`src/rtl/mem_stall_ctrl_pkg.sv`:
```
// Shared constants for the memory-wait sequencer: opcode classes and FSM encoding.
package mem_stall_pkg;

  localparam logic [6:0] OP_LOAD  = 7'b0000011;
  localparam logic [6:0] OP_STORE = 7'b0100011;

  localparam logic [1:0] IDLE = 2'd0;
  localparam logic [1:0] WAIT = 2'd1;
  localparam logic [1:0] DONE = 2'd2;

  typedef enum logic [1:0] {
    OTHER = 2'd0,
    LOAD  = 2'd1,
    STORE = 2'd2
  } op_class_e;

  function automatic op_class_e classify(input logic [6:0] op);
    case (op)
      OP_LOAD:  return LOAD;
      OP_STORE: return STORE;
      default:  return OTHER;
    endcase
  endfunction

endpackage

```
`src/rtl/lat_down_counter.sv`:
```
// Loadable down-counter with hold, zero flag and optional saturation at all-ones.
module lat_down_counter #(
  parameter int W = 4
) (
  input  logic         clk,
  input  logic         rst,
  input  logic         load,
  input  logic [W-1:0] load_val,
  input  logic         dec,
  input  logic         sat,
  output logic [W-1:0] cnt,
  output logic         zero
);

  // With sat set, 0 wraps to all-ones once and then sticks there.
  always_ff @(posedge clk) begin
    if (rst)
      cnt <= '0;
    else if (load)
      cnt <= load_val;
    else if (dec && !(sat && (&cnt)))
      cnt <= cnt - W'(1);
  end

  assign zero = (cnt == '0);

endmodule

```
`src/rtl/mem_stall_ctrl.sv`:
```
// Memory-wait sequencer: holds PC and write-back while a load/store completes.
// Optional MEM_ACK_EN: WAIT exits on mem_ack instead of on the latency count.
module mem_stall_ctrl
  import mem_stall_pkg::*;
#(
  parameter int LOAD_LAT  = 1,
  parameter int STORE_LAT = 0,
  parameter int CNT_W     = 4,
  parameter int PERF_W    = 32
) (
  input  logic              clk,
  input  logic              rst,
  input  logic [6:0]        opcode,
  input  logic              stall_in,
  input  logic              mem_ack,
  output logic              pc_enable,
  output logic              reg_write_load,
  output logic              mem_busy,
  output logic [PERF_W-1:0] stall_cnt
);

  if (LOAD_LAT < 0 || LOAD_LAT > (1 << CNT_W) - 1) begin : g_bad_load_lat
    $error("mem_stall_ctrl: LOAD_LAT does not fit in CNT_W bits");
  end
  if (STORE_LAT < 0 || STORE_LAT > (1 << CNT_W) - 1) begin : g_bad_store_lat
    $error("mem_stall_ctrl: STORE_LAT does not fit in CNT_W bits");
  end

  localparam bit LD_STALL = (LOAD_LAT > 0);
  localparam bit ST_STALL = (STORE_LAT > 0);
  localparam logic [CNT_W-1:0] LD_INIT = CNT_W'(LD_STALL ? LOAD_LAT - 1 : 0);
  localparam logic [CNT_W-1:0] ST_INIT = CNT_W'(ST_STALL ? STORE_LAT - 1 : 0);

  logic [1:0]       state, state_nxt;
  op_class_e        cls;
  logic             cnt_load, cnt_dec, cnt_zero, cnt_sat;
  logic [CNT_W-1:0] cnt_init, cnt;

`ifdef MEM_ACK_EN
  assign cnt_sat = 1'b1;
  logic unused_sig;
  assign unused_sig = ^{cnt, cnt_zero};
`else
  assign cnt_sat = 1'b0;
  logic unused_sig;
  assign unused_sig = ^{cnt, mem_ack};
`endif

  lat_down_counter #(.W(CNT_W)) u_lat_cnt (
    .clk      (clk),
    .rst      (rst),
    .load     (cnt_load),
    .load_val (cnt_init),
    .dec      (cnt_dec),
    .sat      (cnt_sat),
    .cnt      (cnt),
    .zero     (cnt_zero)
  );

  // Reset and stall_in both force the gates low and freeze everything.
  always_comb begin
    cls            = classify(opcode);
    state_nxt      = state;
    pc_enable      = 1'b0;
    reg_write_load = 1'b0;
    cnt_load       = 1'b0;
    cnt_init       = LD_INIT;
    cnt_dec        = 1'b0;
    if (!rst && !stall_in) begin
      case (state)
        IDLE: begin
          if (cls == LOAD && LD_STALL) begin
            cnt_load  = 1'b1;
            cnt_init  = LD_INIT;
            state_nxt = WAIT;
          end else if (cls == STORE && ST_STALL) begin
            cnt_load  = 1'b1;
            cnt_init  = ST_INIT;
            state_nxt = WAIT;
          end else begin
            pc_enable      = 1'b1;
            reg_write_load = 1'b1;
          end
        end
        WAIT: begin
`ifdef MEM_ACK_EN
          if (mem_ack) state_nxt = DONE;
          else         cnt_dec   = 1'b1;
`else
          if (cnt_zero) state_nxt = DONE;
          else          cnt_dec   = 1'b1;
`endif
        end
        DONE: begin
          pc_enable      = 1'b1;
          reg_write_load = 1'b1;
          state_nxt      = IDLE;
        end
        default: state_nxt = IDLE;
      endcase
    end
  end

  assign mem_busy = !rst && (state == WAIT || state == DONE);

  always_ff @(posedge clk) begin
    if (rst) begin
      state     <= IDLE;
      stall_cnt <= '0;
    end else begin
      state <= state_nxt;
      if (!pc_enable) stall_cnt <= stall_cnt + PERF_W'(1);
    end
  end

endmodule

```
`config.mk`:
```
export PLATFORM = sky130hd
export DESIGN_NAME = mem_stall_ctrl
export DESIGN_NICKNAME = d
export VERILOG_FILES = /design/src/rtl/mem_stall_ctrl_pkg.sv /design/src/rtl/lat_down_counter.sv /design/src/rtl/mem_stall_ctrl.sv
export SDC_FILE = /design/constraint.sdc
export NUM_CORES = 1
export LEC_CHECK = 0
export CAP_MARGIN = 20
export CORE_UTILIZATION = 65
export CTS_CLUSTER_SIZE = 12
export DETAILED_ROUTE_END_ITERATION = 6
export DONT_BUFFER_PORTS = 1
export GPL_TIMING_DRIVEN = 0
export PLACE_DENSITY_LB_ADDON = 0.3
export SLEW_MARGIN = 20
export SYNTH_ARGS = -nofsm -noshare
export SYNTH_HDL_FRONTEND = slang
export SYNTH_SLANG_ARGS = --single-unit
```
`constraint.sdc`:
```
create_clock -name clk -period 4.8 [get_ports clk]
set_input_delay 0 -clock clk [delete_from_list [all_inputs] [get_ports clk]]
set_output_delay 0 -clock clk [all_outputs]
set_load 0.01 [all_outputs]
```
==> flow_summary_export.csv <==
group,metric,value,unit
status,outcome,"complete, but fails checks",
status,violations,"DRC",
placement,gp_congestion,0.825,
drt,drt.antenna.violating_nets,0,
timing,post-route-period-util,58.5,%
drt,finalWirelength,4160,um
global_route,use_met1,31.2,%
critical_path,r2r_start,"stall_cnt[8]$_SDFFE_PP0N_",
critical_path,rrSetupSlack,1.99,ns
timing,finalMaxSlewViolations,0,
critical_path,rr_worst_depth,7,
power_and_ir_drop,p_clk_share,36.6,%
power_and_ir_drop,seqPwrFrac,55.9,%
drt,first_pass_iters,7,
placement,place_hpwl,2990,um
layout,antenna_cells,0,
critical_path,crit_path_max_fanout,9,
critical_path,cp_data_required_time,5.09,ns
drt,num_vias,1751,
min_path,min_path_type,"in -> reg",
clocking,cts_made_buffers,5,
clocking,post-cts-setup-buffer-count,0,
clocking,cts_root_buffer,"clkbuf_4",
power_and_ir_drop,p_per_area,280,nW/um^2
timing,relSlewSlack,36.9,%
logic_synthesis,synth_compound_area_share,17.8,%
global_route,grt_max_degree,13,
layout,drive_gt1_share,9.96,%
logic_synthesis,ys.warnings.count,0,
die,io_pins,46,
power_and_ir_drop,pwr-share-comb,7.5,%
min_path,hold-path-cell-count,4,
logic_synthesis,synth_area,1990,um^2
global_route,grt_overflow_total,0,
min_path,hold_start,"stall_in",
power_and_ir_drop,ir_drop,0.000257,V
drt,via_per_inst,6.44,
layout,fin_util,74.8,%
logic_synthesis,synth.distinct_cells,46,
clocking,cts_resized,0,
layout,finalInstanceArea,2120,um^2
die,core,2830,um^2
timing,worst_pin_slew,0.935,ns
critical_path,cp_common_cell,"or4_1",
timing,setup_viol,0,
critical_path,crit_path_cell_trace,"nand4_4 > or4_4 > buf_6 > or4_1 > buf_2 > or4_1 > a21oi_1",
global_route,grt_first_pass_wirelength,7040,um
logic_synthesis,synthAdderAreaFrac,3.77,%
critical_path,path_class,"reg -> reg",
critical_path,cp-end-kind,"flop",
drt,drc,4,
logic_synthesis,yosys.area_share.xor_xnor,9.68,%
layout,fin_nets,257,
logic_synthesis,avgSynthCellArea,8.58,um^2
global_route,met3_usage,6.80,%
drt,first_iter_violations,118,
power_and_ir_drop,p_leak,0.678,nW
die,start_util,70.4,%
clocking,clock-sinks,38,
critical_path,crit_path_max_incr_delay,0.57,ns
min_path,hold_end,"stall_cnt[2]$_SDFFE_PP0N_",
global_route,antenna_found_initial,0,
critical_path,r2r-end,"stall_cnt[31]$_SDFFE_PP0N_",
timing,grt_setup_unrepaired,"no",
layout,area_delta_synth_final,6.35,%
logic_synthesis,synth-edff-count,0,
logic_synthesis,synthMuxAreaShare,1.07,%
critical_path,crit_start,"stall_cnt[8]$_SDFFE_PP0N_",
critical_path,cp.arrival,3.10,ns
clocking,clk_latency,0.35,ns
die,die_w,57.3,um
placement,io_buffer_count,0,
timing,fin_skew,0.00854,ns
logic_synthesis,syn_nets,249,
die,rows,19,
critical_path,cp_slowest_cell,"or4_4",
global_route,grt_util_met2,47.5,%
timing,finalSetupTns,0,ns
timing,holdWs,0.0354,ns
global_route,top_usage_layer,"met2",
critical_path,worst_setup_path_start_kind,"flop",
placement,dpl_cell_area,2030,um^2
power_and_ir_drop,intPower,0.000445,W
logic_synthesis,synthCells,232,
clocking,clk_path_buf_depth,2,
logic_synthesis,async_flop_share,0,%
die,dieArea,3290,um^2
logic_synthesis,synthSimpleGateAreaFrac,24.5,%
power_and_ir_drop,swShare,24.9,%
power_and_ir_drop,power.switching,0.000147,W
logic_synthesis,yosys_register_bits,38,
die,die_height,57.3,um
drt,detail_route.wl_per_cell,15.3,um
timing,finalHoldViolCount,0,
clocking,cts_htree_levels,2,
clocking,clk_pin_slew,0.12,ns
logic_synthesis,synth_top_family_by_area,"simple AND/OR/NAND/NOR gates",
run,drv_cap,0,
timing,fin_crit,2.81,ns
logic_synthesis,yosys_most_used_dff,"dfxtp_1",
global_route,grt_pass1_vias,1604,
timing,clock.fmax,356,MHz
clocking,cts_tree,"built",
global_route,grt_use_total,27.3,%
logic_synthesis,synth-seq-area-share,38.2,%
[cells in the mapped netlist, drive strengths merged (7+ instances only)]
master | instances | share of area, %
a21oi | 11 | 2.8
dfxtp | 38 | 38
nor2 | 33 | 6.2
o2111ai | 7 | 3.1
clkbuf | 7 | 1.3
nand2 | 11 | 2.1
xnor2 | 10 | 4.4
or4 | 10 | 4.1
o21ai | 7 | 1.8
inv | 11 | 2.1
xor2 | 12 | 5.3
o31ai | 7 | 2.6
[metrics by stage]
stage | cells | power [W] | worst slack, ns
finish | 272 | 0.000592 | 1.99
global route | 272 | 0.000615 | 1.87
CTS | 272 | 0.000593 | 1.99
detailed placement | 263 | 0.000381 | 2.03
global placement | 263 | 0.000379 | 2.04
floorplan | 232 | 0.000370 | 2.17
[worst max path at each step]
stage,to,slack (ns)
2_1_floorplan,stall_cnt[31]$_SDFFE_PP0N_,2.17
4_1_cts,stall_cnt[31]$_SDFFE_PP0N_,1.99
5_1_grt,stall_cnt[31]$_SDFFE_PP0N_,1.87
3_5_place_dp,stall_cnt[31]$_SDFFE_PP0N_,2.03
6_report,stall_cnt[31]$_SDFFE_PP0N_,1.99
3_3_place_gp,stall_cnt[31]$_SDFFE_PP0N_,2.04
[critical path, delay by kind of cell (launching register included)]
family          cells  cell delay [ns]
compound gates      1             0.14
flops               1             0.54
simple gates        4             1.73
buf+inv             2             0.32
[what timing repair did]
action,4_1_cts,5_1_grt
hold buffers,1,0
hold endpoints to repair,6,0
setup endpoints to repair,0,0
[power by group through the flow]
stage	combinational, W	sequential [W]	clock, W
CTS	0.0000447	0.000330	0.000218
detailed placement	0.0000433	0.000337	0
finish	0.0000446	0.000331	0.000217
global route	0.0000493	0.000331	0.000234
global placement	0.0000422	0.000337	0
floorplan	0.0000346	0.000336	0
[metal layers]
layer | part of all wire, % | wire (um)
met5 | 0 | 0
met4 | 1.6 | 66
met3 | 6.0 | 249
met2 | 50 | 2060
met1 | 43 | 1770
[layout by cell type (no fill, tap or decap), types with 2 or more instances in the layout]
master / n
a211oi_1: 6
a21oi_1: 11
and4_1: 2
buf_2: 2
clkbuf_1: 7
clkbuf_4: 5
clkinv_2: 2
dfxtp_1: 38
ha_1: 6
inv_1: 11
nand2_1: 11
nand3_1: 6
nand4_1: 4
nor2_1: 33
nor2b_1: 2
nor3_1: 4
nor4_1: 6
o2111ai_1: 7
o211ai_1: 5
o21ai_0: 6
o31ai_1: 7
or3_1: 5
or4_1: 6
or4_2: 3
xnor2_1: 10
xor2_1: 12
[cell type report]
class	count	area, um^2
Clock inverter	3	40.0
Fill cell	199	712
Multi-Input combinational cell	171	1130
Inverter	11	41.3
Sequential cell	38	761
Clock buffer	5	37.5
Buffer	12	58.8
Timing Repair Buffer	1	10.0
Tap cell	31	38.8
[logic make-up (layout without fill, tap and decap cells)]
group / Yosys count / in the layout
simple gates: 90 / 90
compound gates: 51 / 51
flops: 38 / 38
buf+inv: 23 / 32
xor+xnor: 22 / 22
fa+ha+maj: 6 / 6
mux: 2 / 2
[sequential cells by signal (all words and copies together) (netlist names)]
name	cells
stall_cnt	32
u_lat_cnt.cnt	4
state	2
No activity file was read; power rests on OpenSTA's default activity.
